**src/rtl/uart_cmd_parser_pkg.sv**
```systemverilog
// Shared constants and types for the UART ASCII command parser.
package uart_cmd_parser_pkg;

  localparam logic [7:0] CH_W  = 8'h57;
  localparam logic [7:0] CH_R  = 8'h52;
  localparam logic [7:0] CH_LF = 8'h0A;
  localparam logic [7:0] CH_CR = 8'h0D;

  typedef enum logic [2:0] {
    ST_IDLE,
    ST_CMD_ADDR_HI,
    ST_CMD_ADDR_LO,
    ST_DATA_HI,
    ST_DATA_LO,
    ST_TERM,
    ST_DISCARD
  } state_e;

  typedef enum logic {
    OP_WR,
    OP_RD
  } op_e;

endpackage

```
**src/rtl/uart_hex_nibble.sv**
```systemverilog
// Combinational ASCII hex digit decoder: 0-9, A-F, a-f -> nibble plus validity flag.
module uart_hex_nibble (
  input  logic [7:0] i_byte,
  output logic [3:0] o_nibble,
  output logic       o_is_hex
);

  always_comb begin
    o_nibble = 4'h0;
    o_is_hex = 1'b0;
    if (i_byte >= 8'h30 && i_byte <= 8'h39) begin
      o_nibble = i_byte[3:0];
      o_is_hex = 1'b1;
    end else if ((i_byte >= 8'h41 && i_byte <= 8'h46) ||
                 (i_byte >= 8'h61 && i_byte <= 8'h66)) begin
      // low nibble of 'A'/'a' is 1, so adding 9 yields 10
      o_nibble = i_byte[3:0] + 4'd9;
      o_is_hex = 1'b1;
    end
  end

endmodule

```
**src/rtl/uart_cmd_parser.sv**
```systemverilog
// Parses "W AH AL DH DL TERM" / "R AH AL TERM" ASCII frames into register-bus strobes.
// Optional inter-byte timeout enabled by defining UART_CMD_TIMEOUT_EN.
//
// state          | meaning
// ST_IDLE        | waiting for 'W'/'R'; bare terminators ignored
// ST_CMD_ADDR_HI | expecting address high nibble
// ST_CMD_ADDR_LO | expecting address low nibble
// ST_DATA_HI     | expecting data high nibble (write only)
// ST_DATA_LO     | expecting data low nibble (write only)
// ST_TERM        | expecting LF/CR to commit the frame
// ST_DISCARD     | dropping bytes after an error until LF/CR
module uart_cmd_parser #(
  parameter int TIMEOUT_TICKS = 1024
) (
  input  logic       clk,
  input  logic       rst_n,
  input  logic       baud_tick,
  input  logic [7:0] rx_data,
  input  logic       rx_valid,
  output logic       wr_en,
  output logic [7:0] wr_addr,
  output logic [7:0] wr_data,
  output logic       rd_en,
  output logic [7:0] rd_addr,
  output logic       err
);
  import uart_cmd_parser_pkg::*;

  state_e     r_state, w_state_nxt;
  op_e        r_op, w_op_nxt;
  logic [7:0] r_addr, w_addr_nxt;
  logic [7:0] r_data, w_data_nxt;
  logic       r_wr_en, r_rd_en, r_err;
  logic       w_wr_nxt, w_rd_nxt, w_err_nxt;
  logic [7:0] r_wr_addr, r_wr_data, r_rd_addr;
  logic [3:0] w_nibble;
  logic       w_is_hex, w_is_term, w_tmo;

  uart_hex_nibble u_hex (
    .i_byte   (rx_data),
    .o_nibble (w_nibble),
    .o_is_hex (w_is_hex)
  );

  assign w_is_term = (rx_data == CH_LF) || (rx_data == CH_CR);

`ifdef UART_CMD_TIMEOUT_EN
  logic [15:0] r_tmo_cnt;
  logic        w_in_frame;

  assign w_in_frame = (r_state != ST_IDLE) && (r_state != ST_DISCARD);
  assign w_tmo = baud_tick && w_in_frame && (r_tmo_cnt == 16'(TIMEOUT_TICKS - 1));

  always_ff @(posedge clk or negedge rst_n) begin
    if (!rst_n)
      r_tmo_cnt <= 16'h0;
    else if (rx_valid || w_state_nxt == ST_IDLE)
      r_tmo_cnt <= 16'h0;
    else if (baud_tick && w_in_frame)
      r_tmo_cnt <= r_tmo_cnt + 16'h1;
  end
`else
  logic w_unused;
  assign w_unused = ^{baud_tick, TIMEOUT_TICKS[0]};
  assign w_tmo    = 1'b0;
`endif

  always_comb begin
    w_state_nxt = r_state;
    w_op_nxt    = r_op;
    w_addr_nxt  = r_addr;
    w_data_nxt  = r_data;
    w_wr_nxt    = 1'b0;
    w_rd_nxt    = 1'b0;
    w_err_nxt   = 1'b0;
    if (rx_valid) begin
      case (r_state)
        ST_IDLE: begin
          if (rx_data == CH_W) begin
            w_state_nxt = ST_CMD_ADDR_HI;
            w_op_nxt    = OP_WR;
          end else if (rx_data == CH_R) begin
            w_state_nxt = ST_CMD_ADDR_HI;
            w_op_nxt    = OP_RD;
          end else if (!w_is_term) begin
            w_err_nxt   = 1'b1;
            w_state_nxt = ST_DISCARD;
          end
        end
        ST_CMD_ADDR_HI, ST_CMD_ADDR_LO, ST_DATA_HI, ST_DATA_LO: begin
          if (w_is_hex) begin
            if (r_state == ST_CMD_ADDR_HI || r_state == ST_CMD_ADDR_LO)
              w_addr_nxt = {r_addr[3:0], w_nibble};
            else
              w_data_nxt = {r_data[3:0], w_nibble};
            case (r_state)
              ST_CMD_ADDR_HI: w_state_nxt = ST_CMD_ADDR_LO;
              ST_CMD_ADDR_LO: w_state_nxt = (r_op == OP_WR) ? ST_DATA_HI : ST_TERM;
              ST_DATA_HI:     w_state_nxt = ST_DATA_LO;
              default:        w_state_nxt = ST_TERM;
            endcase
          end else begin
            w_err_nxt   = 1'b1;
            w_state_nxt = w_is_term ? ST_IDLE : ST_DISCARD;
          end
        end
        ST_TERM: begin
          if (w_is_term) begin
            w_state_nxt = ST_IDLE;
            w_wr_nxt    = (r_op == OP_WR);
            w_rd_nxt    = (r_op == OP_RD);
          end else begin
            w_err_nxt   = 1'b1;
            w_state_nxt = ST_DISCARD;
          end
        end
        ST_DISCARD: begin
          if (w_is_term)
            w_state_nxt = ST_IDLE;
        end
        default: w_state_nxt = ST_IDLE;
      endcase
    end else if (w_tmo) begin
      w_err_nxt   = 1'b1;
      w_state_nxt = ST_IDLE;
    end
  end

  always_ff @(posedge clk or negedge rst_n) begin
    if (!rst_n) begin
      r_state   <= ST_IDLE;
      r_op      <= OP_WR;
      r_addr    <= 8'h0;
      r_data    <= 8'h0;
      r_wr_en   <= 1'b0;
      r_rd_en   <= 1'b0;
      r_err     <= 1'b0;
      r_wr_addr <= 8'h0;
      r_wr_data <= 8'h0;
      r_rd_addr <= 8'h0;
    end else begin
      r_state <= w_state_nxt;
      r_op    <= w_op_nxt;
      r_addr  <= w_addr_nxt;
      r_data  <= w_data_nxt;
      r_wr_en <= w_wr_nxt;
      r_rd_en <= w_rd_nxt;
      r_err   <= w_err_nxt;
      if (w_wr_nxt) begin
        r_wr_addr <= r_addr;
        r_wr_data <= r_data;
      end
      if (w_rd_nxt)
        r_rd_addr <= r_addr;
    end
  end

  assign wr_en   = r_wr_en;
  assign wr_addr = r_wr_addr;
  assign wr_data = r_wr_data;
  assign rd_en   = r_rd_en;
  assign rd_addr = r_rd_addr;
  assign err     = r_err;

endmodule

```
**config.mk**
```make
export PLATFORM = sky130hd
export DESIGN_NAME = uart_cmd_parser
export DESIGN_NICKNAME = d
export VERILOG_FILES = /design/src/rtl/uart_cmd_parser_pkg.sv /design/src/rtl/uart_hex_nibble.sv /design/src/rtl/uart_cmd_parser.sv
export SDC_FILE = /design/constraint.sdc
export NUM_CORES = 1
export LEC_CHECK = 0
export ABC_AREA = 1
export BUFFER_PORTS_ARGS = -buffer_cell sky130_fd_sc_hd__buf_2
export CAP_MARGIN = 10
export CELL_PAD_IN_SITES_DETAIL_PLACEMENT = 0
export CELL_PAD_IN_SITES_GLOBAL_PLACEMENT = 2
export CORE_UTILIZATION = 30
export DETAILED_ROUTE_END_ITERATION = 16
export PLACE_DENSITY_LB_ADDON = 0.1
export REMOVE_ABC_BUFFERS = 1
export SLEW_MARGIN = 30
export SYNTH_ARGS = -nofsm -noshare
export SYNTH_HDL_FRONTEND = slang
export SYNTH_SLANG_ARGS = --single-unit
```
**constraint.sdc**
```tcl
create_clock -name clk -period 1.39 [get_ports clk]
set_clock_uncertainty 0.05 [all_clocks]
set_input_delay 0.139 -clock clk [delete_from_list [all_inputs] [get_ports clk]]
set_output_delay 0.139 -clock clk [all_outputs]
set_load 0.005 [all_outputs]
```
## After elaboration in Yosys (flattened, before gate mapping)

Cells that the tools add are included.
Widths: inputs -> output; s select.

| word-level totals | value |
|---|---|
| bits of input ports | 12 |
| word-level logic and storage cells | 71 |
| output and inout port bits | 27 |
| register bits | 47 |

| operators by class | value |
|---|---|
| add/subtract/negate cells | 1 |
| equal/unequal tests | 12 |
| muxes and demuxes | 27 |
| bitwise gates (word level) | 2 |
| reductions and logical operators | 13 |
| order comparisons | 6 |

Operator list:

| kind | count |
|---|---|
| $mux 3 | 7 |
| $eq 8x4->1 const B | 2 |
| $eq 8x7->1 const B | 2 |
| $ge 8x7->1 const B | 2 |
| $le 8x7->1 const B | 2 |
| $mux 1 | 15 |
| $pmux 3 s4 | 1 |
| $eq 3x3->1 const B | 3 |
| $pmux 3 s3 | 1 |
| $ge 8x6->1 const B | 1 |
| $le 8x6->1 const B | 1 |
| $mux 4 | 2 |
| $reduce_and 4->1 | 2 |
| $eq 3x2->1 const B | 2 |
| $reduce_and 3->1 | 2 |
| $add 4x4->4 const B | 1 |
| $ne 4x4->1 const B | 1 |
| $reduce_or 4->1 | 1 |
| $eq 3x1->1 const B | 1 |
| $logic_and 1x1->1 | 3 |
| $logic_not 3->1 | 1 |
| $logic_or 1x1->1 | 3 |
| $pmux 1 s3 | 1 |
| $ne 2x2->1 const B | 1 |
| other kinds (2) | 3 |

## Logic depth before layout (Yosys ltp)

| logic depth | value |
|---|---|
| word-level depth | 8 |
| depth in mapped cells | 11 |

## By module

A second synthesis with hierarchy kept.

| second synthesis, totals | value |
|---|---|
| cells, all modules | 266 |
| area, all modules | 2307.2 um^2 |

By module, submodules not included:

| module | cells an instance | times used | area each (um^2) |
|---|---|---|---|
| uart_cmd_parser | 233 | 1 | 2132.0 |
| uart_hex_nibble | 33 | 1 | 175.2 |

## Least setup slack after synthesis

No wires, ideal clock.

| timing path | value |
|---|---|
| path kind | flip-flop to flip-flop |
| start point | reg r_state[0] |
| end point | reg r_addr[4] |
| path slack | -0.022 ns |
| period minus slack after synthesis | 1.412 ns |
| stages on the path, launching flop included | 10 |
| required time | 1.221 ns |
| data arrival time | 1.243 ns |
| setup time | 0.119 ns |
| cell sequence | dfrtp_1 -> inv_2 -> nand2_1 -> inv_1 -> nand2_1 -> a21oi_1 -> nand3_2 -> buf_6 -> nand2_1 -> o21ai_2 |

| on the way | value |
|---|---|
| cells in the longest elaborated chain, start to end | 3 |
| elaborated cells on any way between the ends | 7 |
| those cells by class | 4 x eq/ne; 3 x reduce/logical |

Ends and longest elaborated chain:

| item | RTL line | text |
|---|---|---|
| start, declared | uart_cmd_parser.sv:29 | `state_e r_state, w_state_nxt;` |
| start signal, assigned | uart_cmd_parser.sv:142 | `r_state <= w_state_nxt;` |
| $eq 3x1->1, or another cell as far along | uart_cmd_parser.sv:77, uart_cmd_parser.sv:92 |  |
| $reduce_or 4->1 or $logic_or 1x1->1 (tied branches) | uart_cmd_parser.sv:77, uart_cmd_parser.sv:92 |  |
| $reduce_and 4->1 (no source line) * | n/a |  |
| end signal, assigned | uart_cmd_parser.sv:144 | `r_addr <= w_addr_nxt;` |
| end, declared | uart_cmd_parser.sv:31 | `logic [7:0] r_addr, w_addr_nxt;` |

Every way passes the cells marked *; elsewhere a longest branch is shown, timed or not.
A chain may end at the register's enable or synchronous reset.

## Final worst setup path

| timing path | value |
|---|---|
| start point | reg r_state[1] |
| end point | reg r_rd_addr[2], in the netlist rd_addr[2] |

| on the way | value |
|---|---|
| cells in the longest elaborated chain, start to end | 3 |

Ends and longest elaborated chain:

| item | RTL line | text |
|---|---|---|
| $eq 3x3->1 | uart_cmd_parser.sv:77 | `case (r_state)` |
| $mux 1 | uart_cmd_parser.sv:77 |  |
| $mux 1 | uart_cmd_parser.sv:76 | `if (rx_valid) begin` |
| end signal, assigned | uart_cmd_parser.sv:154 | `r_rd_addr <= r_addr;` |
| end, declared | uart_cmd_parser.sv:35 | `logic [7:0] r_wr_addr, r_wr_data, r_rd_addr;` |

Every way passes these cells.

==> run metrics <==
status=finished, violations left; failing checks=setup timing; clock buffer depth=2; global-route wire length before repair=8.11 mm; Iter 0 DRT Violations=33; startpoint of the worst hold path=rx_valid; worst skew pair latency=0.29 ns; largest family of logic cells by synthesized area=simple AND/OR/NAND/NOR gates; Synth Cell Area=2310 um^2; largest net degree at the start of global routing=48; core footprint=7370 um^2; EDFF count, synth=0; Buffers on Ports=37; Vias/cell=4.33; Routed WL=5.30 mm; synthesized netlist cell count=269; Final Hold Fails=0; number of global-route vias before repair=1,777; Slew Limit Fails=0; Congestion Overflow GR=0; hold_ws=0.117 ns; adder-cell share of the synthesized area=2.16%; fin worst setup slack=-0.0593 ns; die area=8070 um^2; max-cap viol count=0; top cell type's share of synthesized area=50.8%; VDD IR max=0.641 mV; via count=1,897; DPL Wire Length=3.45 mm; fin nets=354; width of the die=89.8 um; post-synthesis mux area share=0%; Residual DRC=0; Yosys reg bits=47; Worst-Margin Slew=0.244 ns; Arr. time, crit path=1.58 ns; Power Total=0.00368 W; row count=31; gr usage total=12.4%; clk slew on worst S/H paths=0.09 ns; Netlist cell types=24; unrepaired setup endpoints after global routing=true; critical path startpoint=r_state[1]; CTS Root Cell=clkbuf_8; Antenna Cells=0; drt pass-1 iters=4; Hold Crit Class=input port to flop; share of layout cells above drive strength 1=53.1%; CP Capture Type=flop; gp weighted congestion=0.752; synth top area cells=dfrtp_1 51%, nand2_1 14%, o21ai_2 8.3%; Post-Synth Simple-Gate Area=25.5%; final setup fails=40; Inserted Clock Buffers=5; ys async rst share=100%; final worst path period need=1.45 ns; kind of start point of the critical path=flop; Wirelength per Cell=12.1 um; Die Y=89.8 um; CTS tree=done; YS warnings=0; Sink Count=47; Mean Syn Cell Area=8.60 um^2; Reg-to-Reg Start=r_state[1]; Post-Synth XOR/XNOR Area=0%; cell taking the most area after synthesis=dfrtp_1; DRT antenna net count=0; Worst Path Max Fanout=5; Place WS=-0.155 ns; Compound-Gate Fraction of Synth Area=12.9%; crit share post-route=104%; initial antenna violation count=0; initial core utilization=31.4%; Filler Cell Count=740; Crit Path Class=flop to flop; ys flop type=dfrtp_1; Worst Path Required=1.52 ns; sequential area share after synthesis=50.8%; synth-to-layout area growth=48.6%; H-tree depth=2; PwrDens=1070 nW/um^2; Leak=1.69 nW; FMAX=0.690 GHz; Top Ports=39; slew margin rel.=83.6%
-- cells in the final DEF (no fill, tap or decap), types with 5 or more instances in the layout --
cell type,count
dfrtp_1,46
nand2_1,45
buf_2,37
o21ai_2,30
nand2_4,27
inv_1,26
nand2_2,20
buf_4,16
nand3_1,12
inv_2,10
nor2_1,9
o21ai_1,6
nor2_4,5
clkbuf_8,5
clkbuf_16,5
buf_12,5
-- routing by layer --
metal  GRT usage [%]  vias up  wire [um]  part of all wire [%]
li1                -      987          -                     -
met1            15.1      876       2440                    46
met2            22.0       29       2670                    50
met3            2.37        5        126                   2.4
met4            3.69        0         59                   1.1
met5               0        -          0                     0
-- worst max-delay path, cell delays in order (launching register included) --
cell and delay, ns:
dfrtp_2 0.48, nor3_4 0.24, buf_6 0.14, nand4_4 0.13, clkbuf_16 0.21, nand2_4 0.05
o21ai_2 0.05
-- synthesized netlist by cell type, types with 2 or more instances --
| cell | number |
|---|---|
| nand2_1 | 89 |
| inv_1 | 29 |
| ha_1 | 4 |
| o21ai_0 | 8 |
| nor2_1 | 12 |
| inv_2 | 9 |
| nand3_1 | 14 |
| o21ai_1 | 10 |
| buf_6 | 4 |
| nand3_2 | 4 |
| o21ai_2 | 22 |
| a21oi_1 | 3 |
| dfrtp_1 | 47 |
| nand2_2 | 3 |
| nand4_1 | 2 |
-- power breakdown --
group	leakage, nW	internal [W]	total, W	switching, W
clock	0.0581	0.000536	0.000999	0.000463
combinational	0.989	0.000437	0.00109	0.000649
sequential	0.648	0.00148	0.00159	0.000113
-- flip-flops by register name, summed over array words and instances, names as in the netlist --
signal,flops
err,1
r_addr,8
r_data,8
r_op,1
r_state,3
rd_addr,8
rd_en,1
wr_addr,8
wr_data,8
wr_en,1
-- metrics by stage --
step	instances	setup TNS, ns	util (%)	area (um^2)
floorplan	263	-10.32	-	2260
global placement	422	-4.70	38.0	2800
finish	438	-1.30	46.6	3440
CTS	431	-0.691	39.9	2940
detailed placement	422	-4.93	38.0	2800
global route	438	-5.21	46.6	3440
-- repair_timing --
item,in CTS,in global routing
hold buffers,1,0
hold endpoints to repair,47,0
gates cloned,0,6
buffers inserted,0,1
resized for setup,5,104
endpoints found under the setup margin,31,45
pin swaps,0,15
-- layout make-up --
cell class | count | area [um^2] | share of cell area [%]
clock inverter | 3 | 43.8 | 1.27
sequential | 47 | 1180 | 34.3
timing repair buffer | 68 | 586 | 17.0
multi-input combinational | 178 | 1280 | 37.2
clock buffer | 5 | 68.8 | 2.00
inverter | 38 | 160 | 4.66
tap | 99 | 124 | 3.60
-- worst paths after layout --
| path | endpoint | slack (ns) | cells after the start |
|---|---|---|---|
| worst max-delay path | rd_addr[2] | -0.06 | 6 |
| worst min-delay path | err | 0.12 | 3 |
| worst max register to register | rd_addr[2] | -0.06 | 6 |
| worst min register to register | wr_data[4] | 0.43 | 2 |
| max in group asynchronous | r_state[1] | 0.75 | 3 |
| min in group asynchronous | wr_data[4] | 0.30 | 3 |
-- logic make-up (layout without fill, tap and decap cells) --
logic type      Yosys count  in the layout
fa+ha+maj                 4              4
compound gates           43             43
buf+inv                  44            114
simple gates            131            131
flops                    47             47
Power figures use the tool's default switching activity.
